## src/rtl/counter_mon_pkg.sv

```systemverilog
// Shared types for the counter wrap monitor: event kinds, FIFO entry layout
// and the monitor's sequencing states.
package counter_mon_pkg;

    localparam int CNT_WIDTH = 3;
    localparam int EV_DEPTH  = 4;

    typedef enum logic [2:0] {
        EV_NONE    = 3'd0,
        EV_WRAP_UP = 3'd1,
        EV_WRAP_DN = 3'd2,
        EV_DIR     = 3'd3,
        EV_JUMP    = 3'd4
    } ev_kind_t;

    typedef struct packed {
        ev_kind_t               kind;
        logic [CNT_WIDTH-1:0]   value;
    } ev_entry_t;

    typedef enum logic {
        ST_PRIME = 1'b0,
        ST_RUN   = 1'b1
    } mon_state_t;

    function automatic logic is_wrap(input ev_kind_t kind);
        return (kind == EV_WRAP_UP) || (kind == EV_WRAP_DN);
    endfunction

endpackage

```

## src/rtl/counter_wrap_monitor_event_fifo.sv

```systemverilog
// Synchronous event FIFO; a push into a full FIFO is accepted only when a pop
// retires the head in the same cycle. Head reads as zero while empty.
module event_fifo
    import counter_mon_pkg::*;
#(
    parameter int  DEPTH   = 4,
    parameter type entry_t = ev_entry_t
) (
    input  logic   clk,
    input  logic   rst_n,
    input  logic   push_i,
    input  entry_t push_data_i,
    output logic   full_o,
    input  logic   pop_i,
    output logic   empty_o,
    output entry_t head_o
);

    localparam int AW = $clog2(DEPTH);

    entry_t        mem_q [DEPTH];
    logic [AW:0]   wr_ptr_q, wr_ptr_d;
    logic [AW:0]   rd_ptr_q, rd_ptr_d;
    logic          push_ok;
    logic          pop_ok;

    // Pointers carry one extra wrap bit so full and empty are distinguishable.
    assign empty_o = (wr_ptr_q == rd_ptr_q);
    assign full_o  = (wr_ptr_q[AW] != rd_ptr_q[AW]) &&
                     (wr_ptr_q[AW-1:0] == rd_ptr_q[AW-1:0]);

    assign pop_ok  = pop_i && !empty_o;
    assign push_ok = push_i && (!full_o || pop_ok);

    always_comb begin
        wr_ptr_d = wr_ptr_q;
        rd_ptr_d = rd_ptr_q;
        if (push_ok) begin
            wr_ptr_d = wr_ptr_q + (AW+1)'(1);
        end
        if (pop_ok) begin
            rd_ptr_d = rd_ptr_q + (AW+1)'(1);
        end
    end

    always_ff @(posedge clk) begin
        if (!rst_n) begin
            wr_ptr_q <= '0;
            rd_ptr_q <= '0;
        end else begin
            wr_ptr_q <= wr_ptr_d;
            rd_ptr_q <= rd_ptr_d;
        end
    end

    always_ff @(posedge clk) begin
        if (rst_n && push_ok) begin
            mem_q[wr_ptr_q[AW-1:0]] <= push_data_i;
        end
    end

    assign head_o = empty_o ? entry_t'('0) : mem_q[rd_ptr_q[AW-1:0]];

endmodule

```

## src/rtl/counter_wrap_monitor.sv

```systemverilog
// Observer for the up/down load counter: predicts each step, classifies wraps,
// direction changes and jumps, and queues them behind a valid/ready FIFO.
//
// state    | meaning
// ---------+-------------------------------------------------------------
// ST_PRIME | first cycle after reset; sampling registers fill, no events
// ST_RUN   | every cycle classified against the predicted counter value
module counter_wrap_monitor
    import counter_mon_pkg::*;
#(
    parameter int WIDTH = CNT_WIDTH,
    parameter int DEPTH = EV_DEPTH
) (
    input  logic             clk,
    input  logic             rst_n,
    input  logic [WIDTH-1:0] cnt_out,
    input  logic [WIDTH-1:0] cnt_in,
    input  logic             cnt_load,
    input  logic             cnt_is_up,
    output logic             ev_valid,
    input  logic             ev_ready,
    output ev_kind_t         ev_kind,
    output logic [WIDTH-1:0] ev_value,
    output logic [7:0]       wrap_count,
    output logic             overflow
);

    localparam logic [WIDTH-1:0] MAX = '1;

    logic [WIDTH-1:0] prev_q;
    logic [WIDTH-1:0] in_q;
    logic             load_q;
    logic             up_q;

    mon_state_t       state_q, state_d;
    logic             last_dir_q, last_dir_d;
    logic             dir_valid_q, dir_valid_d;
    logic [7:0]       wrap_cnt_q, wrap_cnt_d;
    logic             ovf_q, ovf_d;

    logic [WIDTH-1:0] exp_val;
    logic             wrap_up;
    logic             wrap_dn;
    ev_kind_t         kind_d;

    logic             push;
    logic             pop;
    logic             fifo_full;
    logic             fifo_empty;
    ev_entry_t        push_entry;
    ev_entry_t        head;

    // Predicted value of the counter given what it consumed at the last edge.
    always_comb begin
        exp_val = prev_q;
        if (up_q) begin
            exp_val = (load_q && (prev_q == MAX)) ? in_q : prev_q + WIDTH'(1);
        end else begin
            exp_val = (load_q && (prev_q == in_q)) ? MAX : prev_q - WIDTH'(1);
        end
    end

    assign wrap_up = up_q && (prev_q == MAX);
    assign wrap_dn = !up_q && (load_q ? (prev_q == in_q) : (prev_q == '0));

    always_comb begin
        state_d     = state_q;
        kind_d      = EV_NONE;
        last_dir_d  = last_dir_q;
        dir_valid_d = dir_valid_q;
        case (state_q)
            ST_PRIME: begin
                dir_valid_d = 1'b0;
                state_d     = ST_RUN;
            end
            ST_RUN: begin
                if (cnt_out != exp_val) begin
                    kind_d = EV_JUMP;
                end else if (wrap_up) begin
                    kind_d = EV_WRAP_UP;
                end else if (wrap_dn) begin
                    kind_d = EV_WRAP_DN;
                end else if (dir_valid_q && (up_q != last_dir_q)) begin
                    kind_d = EV_DIR;
                end
                // A jump says nothing trustworthy about direction.
                if (kind_d != EV_JUMP) begin
                    last_dir_d  = up_q;
                    dir_valid_d = 1'b1;
                end
            end
            default: begin
                state_d = ST_PRIME;
            end
        endcase
    end

    assign push             = (kind_d != EV_NONE);
    assign pop              = ev_ready && !fifo_empty;
    assign push_entry.kind  = kind_d;
    assign push_entry.value = cnt_out;

    always_comb begin
        wrap_cnt_d = wrap_cnt_q;
        if (is_wrap(kind_d) && (wrap_cnt_q != 8'hFF)) begin
            wrap_cnt_d = wrap_cnt_q + 8'd1;
        end
        ovf_d = ovf_q | (push && fifo_full && !pop);
    end

    always_ff @(posedge clk) begin
        if (!rst_n) begin
            prev_q      <= '0;
            in_q        <= '0;
            load_q      <= 1'b0;
            up_q        <= 1'b0;
            state_q     <= ST_PRIME;
            last_dir_q  <= 1'b0;
            dir_valid_q <= 1'b0;
            wrap_cnt_q  <= '0;
            ovf_q       <= 1'b0;
        end else begin
            prev_q      <= cnt_out;
            in_q        <= cnt_in;
            load_q      <= cnt_load;
            up_q        <= cnt_is_up;
            state_q     <= state_d;
            last_dir_q  <= last_dir_d;
            dir_valid_q <= dir_valid_d;
            wrap_cnt_q  <= wrap_cnt_d;
            ovf_q       <= ovf_d;
        end
    end

    event_fifo #(
        .DEPTH   (DEPTH),
        .entry_t (ev_entry_t)
    ) u_fifo (
        .clk         (clk),
        .rst_n       (rst_n),
        .push_i      (push),
        .push_data_i (push_entry),
        .full_o      (fifo_full),
        .pop_i       (ev_ready),
        .empty_o     (fifo_empty),
        .head_o      (head)
    );

    assign ev_valid   = !fifo_empty;
    assign ev_kind    = head.kind;
    assign ev_value   = head.value;
    assign wrap_count = wrap_cnt_q;
    assign overflow   = ovf_q;

endmodule

```

## config.mk

```make
export PLATFORM = sky130hd
export DESIGN_NAME = counter_wrap_monitor
export DESIGN_NICKNAME = d
export VERILOG_FILES = /design/src/rtl/counter_mon_pkg.sv /design/src/rtl/counter_wrap_monitor_event_fifo.sv /design/src/rtl/counter_wrap_monitor.sv
export SDC_FILE = /design/constraint.sdc
export NUM_CORES = 1
export LEC_CHECK = 0
export ABC_CLOCK_PERIOD_IN_PS = 4700
export CAP_MARGIN = 20
export CORE_ASPECT_RATIO = 0.5
export CORE_MARGIN = 1
export CORE_UTILIZATION = 50
export CTS_BUF_LIST = sky130_fd_sc_hd__clkbuf_2
export DETAILED_ROUTE_END_ITERATION = 12
export GPL_ROUTABILITY_DRIVEN = 0
export MAX_ROUTING_LAYER = met4
export PLACE_DENSITY = 0.71
export SYNTH_ARGS = -nofsm -noshare
export SYNTH_HDL_FRONTEND = slang
export SYNTH_SLANG_ARGS = --single-unit
export TNS_END_PERCENT = 50
```

## constraint.sdc

```tcl
create_clock -name clk -period 4.7 [get_ports clk]
set_clock_uncertainty 0.1 [all_clocks]
set_input_delay 0.705 -clock clk [delete_from_list [all_inputs] [get_ports clk]]
set_output_delay 0.705 -clock clk [all_outputs]
set_load 0.03 [all_outputs]
```

# --- Word level (Yosys, flattened, before mapping) ---
# Memories as Yosys holds them, arrays and structs flattened. A register that Yosys moved wholly into a read port is not among the register bits.
# Cells that the tools add are included.
# Widths: inputs -> output; s select.
op_classes:
  addsub: 5
  n_reduce_logical: 21
  mux: 18
  n_bitwise: 2
  eq_ne: 12
ops:
  columns: ["operator", "n"]
  rows:
  - ["$mux 3", 6]
  - ["$logic_and 1x1->1", 12]
  - ["$mux 2", 5]
  - ["$add 3x1->3 const B", 3]
  - ["$add 8x1->8 const B", 1]
  - ["$ne 8x8->1 const B", 1]
  - ["$eq 3x3->1", 2]
  - ["$mux 6", 1]
  - ["$mux 1", 5]
  - ["$logic_not 1->1", 4]
  - ["$eq 3x1->1 const B", 1]
  - ["$eq 3x2->1 const B", 1]
  - ["$eq 3x3->1 const B", 1]
  - ["$logic_not 3->1", 1]
  - ["$ne 3x3->1", 1]
  - ["$ne 3x3->1 const B", 1]
  - ["$reduce_bool 3->1", 1]
  - ["$sub 3x1->3 const B", 1]
  - ["$eq 2x2->1", 1]
  - ["$logic_or 1x1->1", 2]
  - ["$ne 1x1->1", 2]
  - ["$ne 2x1->1 const B", 1]
  - ["$pmux 1 s2", 1]
  - ["$reduce_and 2->1", 1]
  - ["other kinds (2)", 2]
word_totals:
  mem_bits_rw: 24
  input_bits: 11
  output_inout_bits: 16
  ff_bits: 26
  mem_count: 1
memory_table:
  columns: ["name", "depth", "width", "read_ports", "rd_ports_with_merged_regs", "wr", "line_no", "rtl"]
  rows:
  - ["u_fifo.mem_q", 4, 6, 1, 1, 1, "counter_wrap_monitor_event_fifo.sv:21", "entry_t mem_q [DEPTH];"]

# --- Depth between registers and ports, before layout ---
# Gate-level depths: netlist of the first run.
logic_depth:
  ltp_word: 13
  ltp_mapped: 10

# --- Modules after synthesis ---
# From an unflattened synthesis of the first run, not the netlist that was laid out.
hier_totals:
  hier_cells: 230
  area_unflattened_um2: 2612.5
by_module_without_submodules:
  columns: ["module", "area_each_um2", "cells_per_inst", "n_inst"]
  rows:
  - ["event_fifo", 1421.4, 92, 1]
  - ["counter_wrap_monitor", 1191.1, 138, 1]

# --- Worst setup path after synthesis of the first run ---
# No wires, ideal clock.
synth_path:
  path_type: "register to register"
  start: "register prev_q[0]"
  end: "memory u_fifo.mem_q[3][0] in the netlist's numbering (enable)"
  required_time_ns: 4.223
  stages_incl_launch_ff: 10
  t_arrival_ns: 2.111
  slack_ns: 2.112
  setup_time_ns: 0.377
  n_path_buf: 0
  path_cell_list: "dfxtp_1 > ha_1 > ha_1 > nand2_2 > mux2i_1 > a221oi_1 > a2111o_1 > nor2_2 > a21o_2 > nor3_1"
synth_between:
  elab_chain_cells: 13
  elab_cells_between_ends: 24
  classes_between: "2 x add/sub; 3 x eq/ne; 11 x mux; 8 x reduce/logical"
synth_lines:
  columns: ["element", "line_no", "rtl"]
  rows:
  - ["start, declared", "counter_wrap_monitor.sv:30", "logic [WIDTH-1:0] prev_q;"]
  - ["start signal, assigned", "counter_wrap_monitor.sv:123", "prev_q <= cnt_out;"]
  - ["parallel branches: the longest is 5 deep, another holds $sub 3x1->3", null, null]
  - ["$mux 3 *", "counter_wrap_monitor.sv:77", "if (cnt_out != exp_val) begin"]
  - ["$mux 3 * (2 in series)", "counter_wrap_monitor.sv:71", "case (state_q)"]
  - ["$reduce_bool 3->1 *", "counter_wrap_monitor.sv:98", "assign push = (kind_d != EV_NONE);"]
  - ["$logic_and 1x1->1 *", "counter_wrap_monitor_event_fifo.sv:33", "assign push_ok = push_i && (!full_o || pop_ok);"]
  - ["$logic_and 1x1->1 *", "counter_wrap_monitor_event_fifo.sv:57", "if (rst_n && push_ok) begin"]
  - ["$mux 1 *", "counter_wrap_monitor_event_fifo.sv:57", null]
  - ["$mux 1 (not written as such) *", "counter_wrap_monitor_event_fifo.sv:58", "mem_q[wr_ptr_q[AW-1:0]] <= push_data_i;"]
  - ["end, declared", "counter_wrap_monitor_event_fifo.sv:21", null]
# Mark *: on every way between the ends. The select of a mux whose other input is x is not followed.

# --- Worst setup path after layout of the first run ---
layout_path:
  start: "register prev_q[1]"
  end: "memory u_fifo.mem_q[1][4] in the netlist's numbering, data pin"
layout_between:
  elab_chain_cells: 8
  elab_cells_between_ends: 19
  classes_between: "2 x add/sub; 3 x eq/ne; 9 x mux; 5 x reduce/logical"
layout_lines:
  columns: ["element", "line_no", "rtl"]
  rows:
  - ["parallel branches: the longest is 5 deep, another holds $sub 3x1->3", null, null]
  - ["$mux 3 *", "counter_wrap_monitor.sv:77", null]
  - ["$mux 3 * (2 in series)", "counter_wrap_monitor.sv:71", null]
  - ["named net kind_d[1]", "counter_wrap_monitor.sv:44", "ev_kind_t kind_d;"]
# Mark *: on every way through the listed nets, which the timed path passes. The select of a mux whose other input is x is not followed.

==> key figures, run 1 <==
Worst setup path
  • Worst EP arrival: 3280 ps
  • Worst setup SP type: flop
  • R2R Path End: u_fifo.mem_q[1][4]
  • Reg2reg path depth: 9
  • Crit Path Class: reg -> reg
  • Crit. End Element: flop
  • Flop2flop setup slack: 1540 ps
  • Worst-path maximum fanout: 14
  • Slowest stage delay, CP: 540 ps
  • CP required: 4820 ps
  • CP dominant cell by count: ha_1
  • Reg-to-reg critical path startpoint: prev_q[1]
  • Slowest CP cell: nor2_2
  • Crit path cell chain: ha_1 -> ha_1 -> nand2_2 -> mux2i_1 -> a32o_1 -> a2111o_1 -> nor2_2 -> nand2_1 -> nor2_1

Placed design
  • Place WS: 1220 ps
  • HPWL after detailed placement: 3200 µm
  • Port Buffer Count: 26
  • Inst Count DP: 306

Synth
  • Simple-gate share of the synthesized area: 0.187
  • Synth cell types: 38
  • Synth cell count leaders: dfxtp_1 (28), nand2_1 (25), edfxtp_1 (24)
  • Mux share of post-synthesis cell area: 0.113
  • Post-synth ARST share: 0
  • Adder-Cell Fraction of Synth Area: 0.0497
  • Post-Synthesis Cell Area: 2520 µm²
  • Synth Area in XOR/XNOR: 0.0383
  • Top_reg_cell synth: dfxtp_1
  • Yosys reg bits: 52
  • Post-synth net total: 241
  • Synth top area share: 0.286
  • Ranking of synthesized cells by area: edfxtp_1 (29%), dfxtp_1 (22%), mux2i_1 (6.0%), mux4_2 (5.4%), ha_1 (5.0%)
  • Synth Area per Inst: 11.4 µm²
  • Cell taking the most area after synthesis: edfxtp_1
  • Largest family of logic cells by synthesized area: simple AND/OR/NAND/NOR gates
  • Synthesized instance count: 220
  • Compound-Gate Fraction of Synth Area: 0.0577
  • YS warnings: 0
  • Top-count cell post-synth: dfxtp_1
  • Register area share after synthesis: 0.509
  • Post-synth EDFFs: 24

Global route
  • All-Layer GR Usage: 0.192
  • Largest net degree at the start of global routing: 37
  • GRT Max-Usage Layer: met1
  • First-pass GRT wire length: 7360 µm
  • Routing usage on met2: 0.262
  • Number of global-route vias before repair: 1,483
  • Initial antenna violation count: 0
  • GRT overflow: 0
  • GR met3 Demand/Resource: 0.0480
  • M1 GR Usage: 0.284

Floorplanning
  • # IOs: 27
  • Die Span X: 102 µm
  • Core Footprint: roughly 4600 µm²
  • Initial core utilization: 0.545
  • Row count: 17
  • Die area: 5340 µm²
  • Die H: 52.2 µm

Finish
  • Fillcell total: 394
  • Fin cells: 314
  • Layout area overhead: 12.9%
  • ANT cells: 0
  • Layout cells sized above 1: 0.0968
  • Nets: 268

Timing
  • Max transition margin: 0.458
  • Fin worst setup slack: 1540 ps
  • RSZ-0062 raised after global routing: false
  • Final slew viol count: 0
  • Tmin final: 3160 ps
  • Worst Tran Pin Value: ~800 ps
  • Final Cycle Share: 0.672
  • Final Setup Violations: 0
  • Setup TNS Final: 0 ps
  • FMAX: 316 MHz
  • Fin. Hold Viols: 0

Hold path
  • Hold Path Stages: 2
  • Worst min-delay path startpoint: u_fifo.wr_ptr_q[2]
  • Hold EP: u_fifo.wr_ptr_q[2]
  • HP Class: reg -> reg

Power
  • PwrDens: between 300 and 400 nW/µm²
  • Switching pwr: 0.297 mW
  • Leakage: about 1.1 nW
  • Clk pwr share: 0.190
  • Pint: 0.647 mW
  • Worst vdd ir: about 0.00016 V
  • Comb pwr share: 0.255
  • Sw Share: 0.315
  • Seq pwr share: 0.555

Routing
  • Total Wirelength: 4350 µm
  • Post-DR vias/cell: 5.33
  • Drt pass-1 iters: 4
  • 1st-iter DRT viols: 73
  • Final ANT Viol Nets: 0
  • # DRC: 0
  • Via count: 1,674
  • Routed len/inst: around 14 µm

Job
  • Max Cap Viol: 0

Clock network
  • Post CTS Setup Buffer Count: 0
  • H-tree Lvls: 2
  • Post_cts resized: 0
  • CTS tree: yes
  • Clock Tree Root: clkbuf_2
  • Clk pin slew, worst setup/hold paths: 260 ps
  • CTS buffer count: 5
  • Bufs on Longest Clock Path: 2
  • # clock sinks: 52
  • Hold Buf Count CTS: 0
  • Clk Latency, worst-skew pair: 420 ps

Outcome
  • Status: completed
per-layer routing:
| layer | up-vias | share of wire |
|---|---|---|
| met5 | - | 0 |
| met4 | 0 | 0.0041 |
| met2 | 43 | 0.42 |
| li1 | 831 | - |
| met1 | 798 | 0.53 |
| met3 | 2 | 0.041 |
power groups by stage:
stage	registers, mW	logic, mW	clock network (mW)
floorplan	0.518	0.181	0
global placement	0.533	0.237	0
detailed placement	0.534	0.243	0
CTS	0.525	0.243	0.186
global route	0.530	0.263	0.203
finish	0.524	0.240	0.179
registers in the layout (all words and copies together), names as in the netlist, named ones only:
signal           flops
dir_valid_q          1
in_q                 3
last_dir_q           1
load_q               1
overflow             1
prev_q               3
state_q              1
u_fifo.mem_q        24
u_fifo.rd_ptr_q      3
u_fifo.wr_ptr_q      3
up_q                 1
wrap_count           8
critical path, delay by kind of cell (launching register included):
| family | cells | cell delay [ps] |
|---|---|---|
| AOI/OAI and AO/OA | 2 | 690 |
| adders and majority gates | 2 | 390 |
| DFF | 1 | 460 |
| muxes | 1 | 150 |
| and+or+nand+nor | 4 | 1160 |
final cells by class:
type | instances | area (µm²) | share of cell area
sequential | 52 | 1280 | 0.451
multi-input combinational | 150 | 1120 | 0.395
timing repair buffer | 27 | 268 | 0.0942
tap | 66 | 82.6 | 0.0290
inverter | 11 | 41.3 | 0.0145
clock buffer | 6 | 30.0 | 0.0106
clock inverter | 2 | 16.3 | 0.00572
placed cells by master, fill, tap and decap left out, drive strengths merged:
cell type | netlist | layout
dfxtp | 28 | 28
clkdlybuf4s50 | 0 | 26
nand2 | 26 | 26
edfxtp | 24 | 24
and2 | 17 | 17
mux2i | 15 | 15
nor2 | 15 | 15
nand3 | 12 | 12
inv | 11 | 11
ha | 10 | 10
xnor2 | 6 | 6
mux4 | 6 | 6
a21oi | 6 | 6
nand2b | 6 | 6
clkbuf | 5 | 6
xor2 | 5 | 5
nor3 | 5 | 5
a211oi | 3 | 3
nand4 | 3 | 3
a221oi | 2 | 2
o21ai | 2 | 2
a21o | 2 | 2
a32o | 1 | 1
and2b | 1 | 1
a2111o | 1 | 1
nor3b | 1 | 1
a22o | 1 | 1
a41o | 1 | 1
o21a | 1 | 1
and4 | 1 | 1
nor4 | 1 | 1
clkinvlp | 0 | 1
clkinv | 0 | 1
buf | 2 | 1
logic make-up (layout without fill, tap and decap cells):
logic type	after synthesis	after routing
adders and majority gates	10	10
xor gates and xnor gates	11	11
muxes	21	21
and+or+nand+nor	88	88
buffers and inverters	18	46
DFF	52	52
AOI/OAI and AO/OA	20	20
stage by stage:
step / total power, mW / hold slack (ps) / util / instance area, µm²
2_1_floorplan: 0.699 / 350 / - / 2520
3_3_place_gp: 0.771 / 349 / 0.606 / 2800
3_5_place_dp: 0.777 / 358 / 0.606 / 2800
4_1_cts: 0.954 / 400 / 0.616 / 2840
5_1_grt: 0.996 / 428 / 0.616 / 2840
6_report: 0.944 / 398 / 0.616 / 2840
worst max path at each step:
stage,depth (start not counted),end,from,slack [ps]
floorplan,9,u_fifo.mem_q[3][0],prev_q[0],2110
global placement,7,u_fifo.mem_q[0][0],cnt_out[2],1330
detailed placement,7,u_fifo.mem_q[1][4],cnt_out[2],1220
CTS,3,ev_kind[0],flop,1480
global route,9,u_fifo.mem_q[1][4],prev_q[1],1370
finish,9,u_fifo.mem_q[1][4],prev_q[1],1540
Power figures use the tool's default switching activity.
==> run 2, diff against run 1 <==
--- a/config.mk
+++ b/config.mk
@@ -5,7 +5,7 @@
 export SDC_FILE = /design/constraint.sdc
 export NUM_CORES = 1
 export LEC_CHECK = 0
-export ABC_CLOCK_PERIOD_IN_PS = 4700
+export ABC_CLOCK_PERIOD_IN_PS = 2600
 export CAP_MARGIN = 20
 export CORE_ASPECT_RATIO = 0.5
 export CORE_MARGIN = 1
@@ -14,7 +14,7 @@
 export DETAILED_ROUTE_END_ITERATION = 12
 export GPL_ROUTABILITY_DRIVEN = 0
 export MAX_ROUTING_LAYER = met4
-export PLACE_DENSITY = 0.71
+export PLACE_DENSITY = 0.74
 export SYNTH_ARGS = -nofsm -noshare
 export SYNTH_HDL_FRONTEND = slang
 export SYNTH_SLANG_ARGS = --single-unit
==> constraint.sdc (replaced) <==
create_clock -name clk -period 2.6 [get_ports clk]
set_clock_uncertainty 0.1 [all_clocks]
set_input_delay 0.39 -clock clk [delete_from_list [all_inputs] [get_ports clk]]
set_output_delay 0.39 -clock clk [all_outputs]
set_load 0.03 [all_outputs]
==> key figures, run 2 (synthesis gave the netlist of run 1 again) <==
Clock network
  • Clock Tree Root: clkbuf_2
  • Clk Latency, worst-skew pair: 440 ps (+20 ps)
  • # clock sinks: 52 (unchanged)
  • CTS buffer count: 5 (unchanged)
  • H-tree Lvls: 2 (unchanged)
  • CTS tree: yes
  • Bufs on Longest Clock Path: 2 (unchanged)
  • Clk pin slew, worst setup/hold paths: 250 ps (about the same)

Finish
  • Most frequent cells in the layout: nand2_1 (25), dfxtp_1 (24), edfxtp_1 (24)
  • Final core utilization: 0.673 (+0.0572)
  • Layout cells sized above 1: 0.230 (+0.134)
  • Nets: 289 (+7.8%)
  • Fin cells: 335 (+6.7%)
  • Commonest non-fill, non-tap cell in the layout: nand2_1
  • ANT cells: 0 (unchanged)
  • Multi-input gate area: 1210 µm² (+7.8%)
  • Layout area overhead: 23.4%
  • Fillcell total: 363 (-7.9%)
  • Max reg flops: 24 (unchanged)
  • Register area: 1290 µm² (+0.59%)

Timing
  • Final Cycle Share: 0.970 (+0.298)
  • Tmin final: 2520 ps (-637 ps)
  • Worst Tran Pin Value: 519 ps (-287 ps)
  • Hold Slack: 387 ps (-10.7 ps)
  • Final slew viol count: 0 (unchanged)
  • FMAX: 396 MHz (+25%)
  • Final Setup Violations: 0 (unchanged)
  • Fin. Hold Viols: 0 (unchanged)
  • Max transition margin: 0.653 (+0.195)

Routing
  • 1st-iter DRT viols: 72 (-1.4%)
  • Post-DR vias/cell: 5.23 (-2.0%)
  • Via count: 1,751 (+4.6%)
  • Routed len/inst: 14.7 µm (+5.8%)
  • Total Wirelength: 4910 µm (+13%)
  • Drt pass-1 iters: 4 (unchanged)
  • Final ANT Viol Nets: 0 (unchanged)
  • # DRC: 0 (unchanged)

Global route
  • Number of global-route vias before repair: 1,654 (+12%)
  • All-Layer GR Usage: 0.210 (+0.0178)
  • Initial antenna violation count: 0 (unchanged)
  • GRT overflow: 0 (unchanged)
  • Largest net degree at the start of global routing: 33 (-11%)
  • First-pass GRT wire length: 7980 µm (+8.3%)

Power
  • Seq pwr share: 0.543 (-0.012)
  • Clk pwr share: 0.189 (about the same)
  • Pint: 1.19 mW (+83%)
  • Leakage: 1.24 nW (+13%)
  • Switching pwr: 0.564 mW (+90%)
  • PwrDens: 564 nW/µm² (+70%)
  • Sw Share: 0.322 (+0.00737)
  • Comb pwr share: 0.268 (+0.013)
  • Worst vdd ir: 0.000265 V (+64%)

Worst setup path
  • Slowest stage delay, CP: 450 ps (-90 ps)
  • Crit path launch: prev_q[0]
  • Crit Path Class: reg -> reg
  • Slowest CP cell: a2111o_1
  • CP required: 2850 ps (-1970 ps)
  • Worst setup SP type: flop
  • Crit. End Element: flop
  • Worst EP arrival: 2770 ps (-510 ps)
  • Crit path cell chain: ha_2 -> ha_4 -> nand2_2 -> mux2i_2 -> a221oi_2 -> a2111o_1 -> nor2_4 -> buf_6 -> buf_12 -> nand4_4 -> mux2i_1
  • Reg-to-reg critical path startpoint: prev_q[0]
  • Worst-path maximum fanout: 5 (-9)

Floorplanning
  • Die area: 5340 µm² (unchanged)
  • Die Span X: 102 µm (unchanged)
  • Row count: 17 (unchanged)
  • # IOs: 27 (unchanged)
  • Initial core utilization: 0.545 (unchanged)
  • Die H: 52.2 µm (unchanged)
  • Core Footprint: 4620 µm² (unchanged)

Hold path
  • Worst min-delay path startpoint: cnt_load
  • HP Class: in -> reg

Placed design
  • Port Buffer Count: 26 (unchanged)
  • Inst Count DP: 323 (+5.6%)
  • HPWL after detailed placement: 3470 µm (+8.4%)

Outcome
  • Status: completed

Job
  • Max Cap Viol: 0 (unchanged)
## run 2: changes by cell type in the layout (fill, tap and decap cells not counted), sizes merged
cell,before,now
dlygate4sd2,0,6
dlymetal6s2s,0,1
clkdlybuf4s50,26,19
buf,1,22
## run 2: through the flow
stage / power [mW] / area [µm²] / setup slack, ps / TNS, ps
after global routing: 1.84 / 3110 / -24.6 / -63.4
after floorplan: 1.26 / 2520 / 12.4 / 0
after detailed placement: 1.43 / 2940 / -22.7 / -116
after global placement: 1.42 / 2940 / 18.4 / 0
final: 1.75 / 3110 / 77.3 / 0
after CTS: 1.74 / 3010 / -2.54 / -2.54
## run 2: final timing paths
check,slack [ps],endpoint,depth (start not counted)
worst min register to register,400,last_dir_q,2
worst max-delay path,80,wrap_count[2],11
worst max register to register,80,wrap_count[2],11
worst min-delay path,390,load_q,2
## run 2: cell type report
class / instances / area share
flip-flops and latches: 52 / 0.415
multi-input cells: 150 / 0.390
repair buffers: 48 / 0.141
well taps: 66 / 0.0266
inverters: 11 / 0.0133
clock buffers: 6 / 0.00967
clock inverters: 2 / 0.00524
## run 2: metal layers
layer / GRT usage / part of all wire
met1: 0.282 / 0.50
met2: 0.318 / 0.44
met3: 0.0533 / 0.059
met4: 0.0643 / 0.0098
met5: - / 0
## run 2: power by group through the flow
stage | clock network [mW] | registers [mW] | logic (mW)
2_1_floorplan | 0 | 0.936 | 0.327
3_3_place_gp | 0 | 0.961 | 0.456
3_5_place_dp | 0 | 0.965 | 0.467
4_1_cts | 0.330 | 0.951 | 0.455
5_1_grt | 0.368 | 0.962 | 0.510
6_report | 0.331 | 0.951 | 0.469
## run 2: critical path, delay by kind of cell (launching register included)
family / cells / cell delay [ps]
compound gates: 2 / 550
fa+ha+maj: 2 / 360
buf+inv: 2 / 260
flops: 1 / 390
mux: 2 / 410
simple gates: 3 / 370
## run 2: what timing repair did
item | 4_1_cts | 5_1_grt
resized for setup | 14 | 18
pin swaps | 1 | 7
hold buffers | 0 | 0
buffers inserted | 2 | 3
endpoints found under the setup margin | 39 | 43
==> run 3, diff against run 2 <==
--- a/config.mk
+++ b/config.mk
@@ -11,6 +11,7 @@
 export CORE_MARGIN = 1
 export CORE_UTILIZATION = 50
 export CTS_BUF_LIST = sky130_fd_sc_hd__clkbuf_2
+export CTS_CLUSTER_SIZE = 12
 export DETAILED_ROUTE_END_ITERATION = 12
 export GPL_ROUTABILITY_DRIVEN = 0
 export MAX_ROUTING_LAYER = met4
==> results of run 3 <==
Final layout, timing and power as in run 2 (identical DEF).
